**config.mk**
```make
export PLATFORM = sky130hd
export DESIGN_NAME = iigs_slow_sync
export DESIGN_NICKNAME = d
export VERILOG_FILES = /design/src/rtl/iigs_slow_sync.sv
export SDC_FILE = /design/constraint.sdc
export NUM_CORES = 1
export LEC_CHECK = 0
export BUFFER_PORTS_ARGS = -buffer_cell sky130_fd_sc_hd__buf_2
export CAP_MARGIN = 20
export CORE_MARGIN = 3
export CORE_UTILIZATION = 53
export CTS_CLUSTER_DIAMETER = 30
export CTS_CLUSTER_SIZE = 20
export DETAILED_ROUTE_END_ITERATION = 10
export PLACE_DENSITY_LB_ADDON = 0.12
export SLEW_MARGIN = 10
export SYNTH_ARGS = -nofsm -noshare
export SYNTH_HDL_FRONTEND = slang
export SYNTH_SLANG_ARGS = --single-unit
```
**constraint.sdc**
```tcl
create_clock -name clk_sys -period 2.08 [get_ports clk_sys]
set_clock_uncertainty 0.2 [all_clocks]
set_input_delay 0.624 -clock clk_sys [delete_from_list [all_inputs] [get_ports clk_sys]]
set_output_delay 0.624 -clock clk_sys [all_outputs]
set_load 0.02 [all_outputs]
```
**src/rtl/iigs_slow_sync.sv**
```systemverilog
// iigs_slow_sync: Mega II speed synchroniser for the IIgs core.
// Generates the 1.02 MHz slow-bus timebase from clk_sys and freezes the CPU
// through cpu_wait until a slow RAM / I/O access (or any access while in
// slow-speed mode) has spanned one complete, aligned slow cycle.
//
// Configuration macro: SLOW_LONG_CYCLE_EN
//   defined   - the last slow cycle of each scan line is SLOW_DIV+LONG_EXTRA
//               clocks long (the Apple II stretched cycle).
//   undefined - every slow cycle is SLOW_DIV clocks; slow_cycle still wraps.
module iigs_slow_sync #(
  parameter int SLOW_DIV    = 14,
  parameter int LONG_EXTRA  = 2,
  parameter int LINE_CYCLES = 65
) (
  input  logic        clk_sys,
  input  logic        reset,
  input  logic        fast_clk,
  input  logic        slow_req,
  input  logic        speed_fast,
  output logic        cpu_wait,
  output logic        slow_clk,
  output logic [3:0]  slow_phase,
  output logic [6:0]  slow_cycle,
  output logic [15:0] stall_cnt
);

  // Last phase index of a normal and of a stretched slow cycle.
  localparam logic [3:0] SHORT_LAST = 4'(SLOW_DIV - 1);
  localparam logic [3:0] LONG_LAST  = 4'(SLOW_DIV + LONG_EXTRA - 1);
  localparam logic [6:0] LAST_CYCLE = 7'(LINE_CYCLES - 1);

`ifdef SLOW_LONG_CYCLE_EN
  localparam logic STRETCH_EN = 1'b1;
`else
  localparam logic STRETCH_EN = 1'b0;
`endif

  typedef enum logic [1:0] {
    IDLE,
    WAIT_START,
    ACCESS
  } state_t;

  state_t state;

  logic       line_end;
  logic [3:0] last_phase;
  logic       slow_start;

  // The stretched cycle only applies to the final slow cycle of a line.
  assign line_end   = (slow_cycle == LAST_CYCLE);
  assign last_phase = (STRETCH_EN && line_end) ? LONG_LAST : SHORT_LAST;

  // slow_clk is decoded purely from registered state, so it cannot glitch.
  assign slow_clk   = (slow_phase == last_phase);

  // A CPU cycle must be slowed if it hits slow RAM / I/O or we are in slow mode.
  assign slow_start = fast_clk & (slow_req | ~speed_fast);

  // Free-running slow-bus timebase: phase within the cycle, cycle within the line.
  always_ff @(posedge clk_sys) begin
    if (reset) begin
      slow_phase <= 4'd0;
      slow_cycle <= 7'd0;
    end else if (slow_clk) begin
      slow_phase <= 4'd0;
      slow_cycle <= line_end ? 7'd0 : slow_cycle + 7'd1;
    end else begin
      slow_phase <= slow_phase + 4'd1;
    end
  end

  // Stall FSM: hold the core until the access spans a full aligned slow cycle.
  // Strobes seen outside IDLE are ignored because the core is frozen then.
  always_ff @(posedge clk_sys) begin
    if (reset) begin
      state    <= IDLE;
      cpu_wait <= 1'b0;
    end else begin
      case (state)
        IDLE: begin
          if (slow_start) begin
            cpu_wait <= 1'b1;
            state    <= slow_clk ? ACCESS : WAIT_START;
          end
        end
        WAIT_START: begin
          if (slow_clk) begin
            state <= ACCESS;
          end
        end
        ACCESS: begin
          if (slow_clk) begin
            state    <= IDLE;
            cpu_wait <= 1'b0;
          end
        end
        default: begin
          state    <= IDLE;
          cpu_wait <= 1'b0;
        end
      endcase
    end
  end

  // Saturating count of clocks spent with the core frozen.
  always_ff @(posedge clk_sys) begin
    if (reset) begin
      stall_cnt <= 16'd0;
    end else if (cpu_wait && (stall_cnt != 16'hFFFF)) begin
      stall_cnt <= stall_cnt + 16'd1;
    end
  end

endmodule

```
Yosys cells after proc, flatten, opt, wreduce, memory -nomap -nowiden
Index checks and enable logic that the tools add are counted.
{"block": "totals", "regBits": 30, "latchBits": 0, "ram_bits": 0, "rom_bits": 0, "in_bits": 5, "output_inout_bits": 29, "n_memories": 0}
{"block": "classes", "add_sub_neg": 3, "mul": 0, "div": 0, "magnitude_cmp": 0, "n_eq_ne": 8, "n_shift": 0, "muxes": 9, "bitwise_logic": 4, "n_reduce_logical": 5}
{"cell": "adder 16 x 1 -> 16 bit (second input constant)", "count": 1}
{"cell": "!= test 16 bit (second input constant)", "count": 1}
{"cell": "2-to-1 mux 2 bit", "count": 4}
{"cell": "adder 7 x 1 -> 7 bit (second input constant)", "count": 1}
{"cell": "equality test 7 bit (second input constant)", "count": 1}
{"cell": "2-to-1 mux 7 bit", "count": 1}
{"cell": "!= test 2 bit (second input constant)", "count": 3}
{"cell": "one-hot mux 2 bit (3 select lines)", "count": 1}
{"cell": "AND reduction 3 bit", "count": 2}
{"cell": "adder 4 x 1 -> 4 bit (second input constant)", "count": 1}
{"cell": "equality test 4 bit (second input constant)", "count": 1}
{"cell": "one-hot mux 1 bit (3 select lines)", "count": 1}
{"cell": "equality test 2 x 1 -> 1 bit (second input constant)", "count": 1}
{"cell": "equality test 2 bit (second input constant)", "count": 1}
{"cell": "logical NOT 2 bit", "count": 1}
{"cell": "2-to-1 mux 1 bit", "count": 2}
{"cell": "NOT 1 bit", "count": 2}
{"cell": "OR reduction 2 bit", "count": 1}
{"cell": "bitwise AND 1 bit", "count": 1}
{"cell": "logical AND 1 bit", "count": 1}
{"cell": "OR 1 bit", "count": 1}

Depth between registers and ports, before layout
Gate-level depths: netlist (run 1).
{"block": "depth", "ltp_word": 5, "ltp_mapped": 7, "mapped_depth_nobuf": 7}

Least setup slack after synthesis (run 1)
Ideal clock, no wire load.
{"block": "synth_path", "path_type": "reg2reg", "from": "reg stall_cnt[0]", "to": "reg stall_cnt[13]", "setup_time_ns": 0.121, "t_arrival_ns": 1.740, "required_time_ns": 1.759, "path_slack_ns": 0.019, "stages_incl_launch_ff": 6, "n_path_buf": 0, "synth_period_minus_slack_ns": 2.061, "path_cell_list": "dfxtp_1 > ha_1 > nand4_1 > nor4_4 > nor3_1 > mux2_2"}
{"block": "synth_via", "elab_chain_cells": 2, "word_cells_on_any_way": 3, "cone_classes": "1 x add/sub; 1 x eq/ne; 1 x reduce/logical"}
{"item": "from (decl)", "line": "24", "text": "output logic [15:0] stall_cnt"}
{"item": "from (signal assigned)", "line": "111", "text": "stall_cnt <= stall_cnt + 16'd1;"}
{"item": "branches (longest 2 deep; another with adder 16 x 1 -> 16 bit)"}
Several ways; the timed one is not identified.
A chain may end at the register's enable or synchronous reset.

Final worst setup path (run 1)
{"block": "layout_path", "from": "reg slow_phase[1]", "to": "out slow_clk"}
{"block": "layout_via", "elab_chain_cells": 1}
{"item": "from (decl)", "line": "22", "text": "output logic [3:0] slow_phase,"}
{"item": "from (signal assigned)", "line": "69", "text": "slow_phase <= slow_phase + 4'd1;"}
{"item": "equality test 4 bit", "line": "55", "text": "assign slow_clk = (slow_phase == last_phase);"}
{"item": "to (decl)", "line": "21", "text": "output logic slow_clk,"}
Every way passes these cells.

==> metrics.txt, run 1 <==
commonest non-fill, non-tap cells in the layout 32 x buf_2, 28 x dfxtp_1, 18 x buf_4; layout cells sized above 1 0.333; Final WS setup around 0.076 ns; period utilisation layout 0.963; Initial Util 0.579; largest net degree at the start of global routing 22; GRT Overall Usage 0.230; Reg clk slew, reported paths 0.10 ns; crit path cell chain inv_1 -> ha_4 -> nand3_2 -> clkinv_1 -> buf_4; commonest non-fill, non-tap cell in the layout buf_2; post-synthesis sequential area ratio 0.404; nets 228; post-synthesis area per instance 8.90 um^2; Worst slew margin 0.705; CTS tree built; Worst Path Arrival 1.18 ns; YS warnings 0; Pleak 0.814 nW; DIE AREA 3480 um^2; Pwr per Cell Area 572 nW/um^2; Max Root-Sink Buffers 2; Initial DRC Count 61; status finished, final reports clean; syn_nets 177; Max Slew Vio Count 0; first-pass GRT wire length about 6200 um; WP data required ~1.3 ns; clk sink count 30; Final setup violation count 0; DR pass1 iterations 4; Final Hold Fails 0; routed wire length 3540 um; aggregate global routing overflow 0; cell count after synthesis 167; initial antenna violation count 0; setup tns final 0 ns; fin area 1870 um^2; Avg Vias per Cell 5.92; Syn Std Cell Area roughly 1500 um^2; Worst-Margin Slew ~0.44 ns; Peak VDD IR 0.422 mV; core box area 2570 um^2; chip height 59.0 um; Netlist cell types between 40 and 50; EDFF count, synth 0; CP Class reg2out; worst skew pair latency 0.32 ns; unrepaired setup endpoints after global routing false; Area Growth Syn to Fin 25.7%; Final Critical Period between 2 and 2.5 ns; fmax 0.499 GHz; filler instances 210; Crit path largest cell delay between 0.3 and 0.4 ns; CP Launch Type flip-flop; CP max-delay cell dfxtp_2; Async SR Flop Fraction 0; H-tree depth reported by CTS 2; hpwl dp 2560 um; Critical path buffers and inverters 3; Routed Antenna Nets 0; Main synth FF type dfxtp_1; Critical Path Sink Type output port; total vias in the final route 1473; max cap viols 0; Post-Layout Cell Count 249; die width 59.0 um; pre-CTS setup slack ~0.12 ns; FP Rows 18; diode count 0; number of global-route vias before repair 1454; number of I/O pins 34; total power draw 1.07 mW; GP Congestion 0.801; clock root buffer master clkbuf_4; cell family with the largest share of critical-path delay flip-flops; worst-path maximum fanout 3; DRC Markers 0; area post-placement around 1800 um^2; dpl cells 240; synthesized flop and latch total 30; TritonCTS Buffers 5; Port Buffers 33; DR WL/cell roughly 14 um; Hold/Removal Path Class reg2reg
[path summary, 6_finish.rpt]
check,from,end,cells past startpoint,slack (ns)
max reg2reg,stall_cnt[0],stall_cnt[13],5,0.12
min,state[1],state[0],1,0.27
min reg2reg,state[1],state[0],1,0.27
max,slow_phase[1],slow_clk,5,0.08
[layer usage]
metal	up-vias	wire length, um	global-route usage
li1	726	-	-
met1	693	1650	0.295
met2	47	1620	0.366
met3	7	212	0.0570
met4	0	63	0.0971
met5	-	0	0
[through the flow]
step	hold slack (ns)	util
floorplan	0.218	-
global placement	0.235	0.687
detailed placement	0.252	0.687
CTS	0.266	0.716
global route	0.284	0.728
finish	0.266	0.728
[cell families (layout without fill, tap and decap cells)]
kind of cell,after synthesis,after routing,synth area share
buf+inv,13,65,0.0480
xor+xnor,5,5,0.0295
compound gates,37,37,0.162
mux,5,5,0.0354
fa+ha+maj,5,5,0.0421
flops,30,30,0.404
simple gates,72,72,0.279
[report_power, final]
group | switching, mW | internal [mW] | leakage (nW)
clock | 0.196 | 0.164 | 0.0353
sequential | 0.0113 | 0.588 | 0.244
combinational | 0.0633 | 0.0478 | 0.534
[synthesized netlist by cell type, types with 2 or more instances]
master	n	share of area
dfxtp_1	30	0.40
a21oi_1	16	0.054
nor2_1	14	0.035
nand4_1	10	0.042
nand2_1	8	0.020
o21ai_0	8	0.027
nand3_1	7	0.024
or3_1	7	0.029
inv_1	6	0.015
nor3_1	6	0.020
ha_1	5	0.042
nor4_1	4	0.017
xor2_1	4	0.024
mux2i_1	3	0.020
or3_2	3	0.015
clkbuf_1	2	0.0051
mux2_2	2	0.015
nand2b_1	2	0.0084
nor2b_1	2	0.0084
o31ai_1	2	0.010
[flip-flops by register name (all words and copies together), names as in the netlist]
register,count
stall_cnt,16
state,2
slow_phase,4
slow_cycle,7
cpu_wait,1
[what timing repair did]
item | 4_1_cts | 5_1_grt
setup buffers | 1 | 0
hold endpoints to repair | 0 | 0
hold buffers | 0 | 0
setup endpoints to repair | 1 | 2
resized for setup | 4 | 4
[area by class of cell]
class / count / area (um^2) / share of cell area
clock buffers: 7 / 55.1 / 0.0295
repair buffers: 50 / 295 / 0.158
flip-flops and latches: 30 / 606 / 0.324
clock inverters: 1 / 5.00 / 0.00268
well taps: 30 / 37.5 / 0.0201
inverters: 7 / 26.3 / 0.0141
multi-input cells: 124 / 843 / 0.451
Note: power is estimated with default switching activity, not from simulation.
==> run 2, diff against run 1 <==
--- a/config.mk
+++ b/config.mk
@@ -12,7 +12,7 @@
 export CTS_CLUSTER_DIAMETER = 30
 export CTS_CLUSTER_SIZE = 20
 export DETAILED_ROUTE_END_ITERATION = 10
-export PLACE_DENSITY_LB_ADDON = 0.12
+export PLACE_DENSITY = 0.81
 export SLEW_MARGIN = 10
 export SYNTH_ARGS = -nofsm -noshare
 export SYNTH_HDL_FRONTEND = slang
==> run 2 against run 1 <==
Effect of this change:
- clock power barely moved
- non-clock buffer count fell by 2
- worst hold slack got worse by 0.0076 ns
- count of clock-buffer cells in the layout did not move
- via count fell by 0.34%
- maximum frequency fell by 0.19%
- combinational power barely moved
- sequential share of layout area rose by 0.46 points
- sequential power barely moved
- critical endpoint unchanged
- largest cell class unchanged
- highest routed layer unchanged
==> metrics.txt, run 2 (synthesized netlist as in run 1, its figures left out) <==
die width 59.0 um; WP data required 1.26 ns; dpl cells 237; number of I/O pins 34; DRC Markers 0; sequential share of power 0.560; Port Buffers 33; area post-placement 1740 um^2; switching fraction of total power 0.254; FP Rows 18; Post-Layout Cell Count 247; number of global-route vias before repair 1375; total vias in the final route 1468; Worst-Margin Slew 0.412 ns; Largest regs stall_cnt (16), slow_cycle (7), slow_phase (4); fmax 0.498 GHz; CP Launch Type flip-flop; Routed Antenna Nets 0; final core area utilization 0.717; Final setup violation count 0; Area Growth Syn to Fin 23.9%; TritonCTS Buffers 5; max cap viols 0; Largest register FFs 16; commonest non-fill, non-tap cells in the layout 32 x buf_2, 28 x dfxtp_1, 16 x a21oi_1, 16 x buf_4, 14 x nor2_1; GRT Overall Usage 0.226; Pwr per Cell Area 580 nW/um^2; Final Critical Period 2.01 ns; r2r setup slk 0.15 ns; clock power share 0.336; first-pass GRT wire length between 6000 and 7000 um; H-tree depth reported by CTS 2; chip height 59.0 um; fin area approximately 1800 um^2; diode count 0; CP Class reg2out; initial antenna violation count 0; Pleak 0.798 nW; hpwl dp 2620 um; Multi-input gate area between 800 and 900 um^2; Critical Path Sink Type output port; Max Slew Vio Count 0; nets 226; cell internal pwr 0.798 mW; sw power 0.271 mW; DIE AREA 3480 um^2; FF/Latch Area 606 um^2; clock root buffer master clkbuf_4; routed wire length 3540 um; DR pass1 iterations 5; Final Hold Fails 0; filler instances 196; Combinational Power Share 0.104; CTS hold repair buffers 0; Hold/Removal Path Class reg2reg; GP Congestion around 0.85; period utilisation layout 0.965; Initial DRC Count a little under 90; Max Root-Sink Buffers 2; Reg clk slew, reported paths around 0.10 ns; Top reg by flops stall_cnt; core box area 2570 um^2; Worst Path Arrival 1.18 ns; CTS tree built; layout cells sized above 1 0.327; DR WL/cell 14.3 um; clk sink count 30; Avg Vias per Cell 5.94; aggregate global routing overflow 0; Initial Util 0.579; Worst slew margin 0.722; worst-path maximum fanout 3; Hold WS 0.258 ns; total power draw 1.07 mW; largest net degree at the start of global routing 18; commonest non-fill, non-tap cell in the layout buf_2; Peak VDD IR 0.599 mV; worst skew pair latency between 0.3 and 0.4 ns; status finished, final reports clean
run 2: final timing paths:
kind | from | endpoint | depth (start not counted)
worst max-delay path | slow_phase[1] | slow_clk | 5
worst min register to register | state[1] | state[0] | 1
worst min-delay path | state[1] | state[0] | 1
worst max register to register | stall_cnt[11] | stall_cnt[13] | 4
run 2: routing by layer:
metal  GRT usage  share of wire  up-vias
li1            -              -      723
met1       0.292           0.45      688
met2       0.371           0.47       50
met3      0.0548          0.063        7
met4      0.0680          0.015        0
met5           0              0        -
run 2: metrics by stage:
stage | setup slack [ns] | TNS (ns)
floorplan | 0.0192 | 0
global placement | 0.197 | 0
detailed placement | 0.108 | 0
CTS | 0.0250 | 0
global route | -0.00629 | -0.00629
finish | 0.0723 | 0
run 2: cell type report:
class                           instances  share of cell area
Multi-Input combinational cell        124               0.452
Sequential cell                        30               0.329
Clock buffer                            7              0.0299
Inverter                                7              0.0143
Timing Repair Buffer                   48               0.152
Clock inverter                          1             0.00272
Tap cell                               30              0.0204
run 2: worst max-delay path, stage by stage, from the launching register on:
cell and delay [ns]:
dfxtp_2 0.34, inv_1 0.06, ha_4 0.17, nand3_2 0.06
clkinv_1 0.07, buf_4 0.16
run 2: repair_timing:
| action | 4_1_cts | 5_1_grt |
|---|---|---|
| endpoints found under the setup margin | 1 | 7 |
| pin swaps | 0 | 1 |
| setup buffers | 1 | 1 |
| resized for setup | 4 | 3 |
run 2: power by group through the flow:
stage / Combinational, mW / Sequential [mW] / Clock, mW
after CTS: 0.108 / 0.598 / 0.370
final: 0.111 / 0.599 / 0.359
after floorplan: 0.0485 / 0.629 / 0
after detailed placement: 0.102 / 0.613 / 0
after global routing: 0.123 / 0.601 / 0.393
after global placement: 0.0972 / 0.611 / 0
==> run 3, diff against run 2 <==
==> constraint.sdc (replaced) <==
create_clock -name clk_sys -period 1.88 [get_ports clk_sys]
set_clock_uncertainty 0.2 [all_clocks]
set_input_delay 0.564 -clock clk_sys [delete_from_list [all_inputs] [get_ports clk_sys]]
set_output_delay 0.564 -clock clk_sys [all_outputs]
set_load 0.02 [all_outputs]
==> run 3 against run 2 <==
Effect of this change:
- the run now ends with negative setup slack left
- critical endpoint unchanged
- power up 9.8%
- worst hold slack better by 0.014 ns
- flip-flop and latch count unchanged
- highest routed layer unchanged
- count of clock-buffer cells in the layout unchanged
==> metrics.txt, run 3 (synthesized netlist as in run 1, its figures left out) <==
status complete, but fails checks; violated checks negative setup slack; Hold/Removal Path Class reg2reg; setup tns final -0.0235 ns; Crit path largest cell delay about 0.36 ns; Worst Path Arrival 1.14 ns; GP Congestion about 0.90; Max Root-Sink Buffers 2; Largest register FFs 16; total vias in the final route 1539; nets 241; Final Critical Period 1.90 ns; Final WS setup -0.0235 ns; worst skew pair latency roughly 0.34 ns; commonest non-fill, non-tap cell in the layout buf_2; sw power 0.321 mW; commonest non-fill, non-tap cells in the layout 32 x buf_2, 30 x buf_4, 25 x dfxtp_1; fmax roughly 0.53 GHz; hpwl dp ~2600 um; period utilisation layout 1.01; R2R depth 4; number of global-route vias before repair 1481; Worst-Margin Slew 0.358 ns; Initial DRC Count 101; Post-Layout Cell Count 261; fin area 2010 um^2; CP Launch Type flip-flop; clk sink count 30; Port Buffers 33; Top reg by flops stall_cnt; DIE AREA around 3500 um^2; diode count 0; Final Hold Fails 0; Critical Path Sink Type output port; Largest regs stall_cnt (16), slow_cycle (7), slow_phase (4); CP Class reg2out; final core area utilization 0.782; hold-critical path depth 1; unrepaired setup endpoints after global routing true; pre-CTS setup slack 0.0699 ns; GRT Overall Usage 0.248; WP data required ~1.1 ns; worst-path maximum fanout 2; Critical R2R Launch stall_cnt[3]; largest net degree at the start of global routing 19; CP max-delay cell dfxtp_2; cell internal pwr ~0.85 mW; hold endpoint state[0]; number of I/O pins 34; initial antenna violation count 0; clock root buffer master clkbuf_4; DRC Markers 0; Initial Util 0.579; H-tree depth reported by CTS 2; DR pass1 iterations 4; r2r setup slk 0.05 ns; Area Growth Syn to Fin 35.0%; Routed Antenna Nets 0; layout cells sized above 1 0.403; total power draw approximately 1.2 mW; DR WL/cell 15.8 um; routed wire length 4120 um; Hold Startpoint state[1]; sequential share of power 0.567; Pleak 0.876 nW; Worst slew margin 0.760; clock power share 0.313; aggregate global routing overflow 0; CTS tree built; crit path cell chain inv_2 -> ha_4 -> nand3_4 -> clkinv_4 -> buf_6; Pwr per Cell Area 585 nW/um^2; Hold WS 0.272 ns; Final setup violation count 1; R2R Path End stall_cnt[9]; chip height 59.0 um; dpl cells 247; Reg clk slew, reported paths 0.09 ns; die width 59.0 um; Peak VDD IR 0.545 mV; core box area 2570 um^2; Combinational Power Share 0.120; Avg Vias per Cell 5.90; TritonCTS Buffers 5; max cap viols 0; area post-placement ~1800 um^2; first-pass GRT wire length 6480 um; switching fraction of total power 0.273; Max Slew Vio Count 0; FP Rows 18
## run 3: cell types whose count changed in the layout (fill, tap and decap cells not counted), moves of 2 or more
cell	delta
buf_4	+14
dfxtp_2	+4
dfxtp_1	-3
nand3_4	+2
## run 3: worst max path at each step
| stage | startpoint | end | slack, ns | cells after the start |
|---|---|---|---|---|
| final | slow_phase[1] | slow_clk | -0.02 | 5 |
| after global routing | slow_phase[1] | slow_clk | -0.08 | 5 |
| after CTS | slow_phase[1] | slow_clk | -0.001 | 5 |
| after detailed placement | stall_cnt[3] | stall_cnt[11] | 0.07 | 4 |
| after global placement | stall_cnt[0] | stall_cnt[2] | 0.14 | 6 |
| after floorplan | stall_cnt[8] | stall_cnt[13] | -0.007 | 4 |
## run 3: layout make-up
class | instances | area (um^2)
multi-input cells | 124 | 890
flip-flops and latches | 30 | 607
fillers | 179 | 561
repair buffers | 63 | 397
clock buffers | 7 | 45.0
well taps | 30 | 37.5
inverters | 7 | 31.3
## run 3: layer usage
layer / vias up / wire length, um / GRT usage
li1: 754 / - / -
met1: 713 / 1760 / 0.292
met2: 57 / 2010 / 0.402
met3: 15 / 242 / 0.0768
met4: 0 / 112 / 0.129
met5: - / 0 / 0
## run 3: critical path, delay by kind of cell (launching register included)
kind / cells / cell delay, ns
buffers and inverters: 3 / 0.22
flip-flops: 1 / 0.36
adder cells (fa/ha/maj): 1 / 0.16
AND/OR/NAND/NOR: 1 / 0.07
## run 3: power by group through the flow
stage                     Clock [mW]  Sequential (mW)  Combinational [mW]
after detailed placement           0            0.677               0.118
after global routing           0.395            0.667               0.153
final                          0.368            0.665               0.141
after global placement             0            0.676               0.113
after CTS                      0.361            0.663               0.132
after floorplan                    0            0.697              0.0537
## run 3: timing repair
item                                    CTS  global route
endpoints found under the setup margin    1            13
hold buffers                              0             0
setup buffers                             4             3
gates resized for setup                  10             8
pin swaps                                 1             3
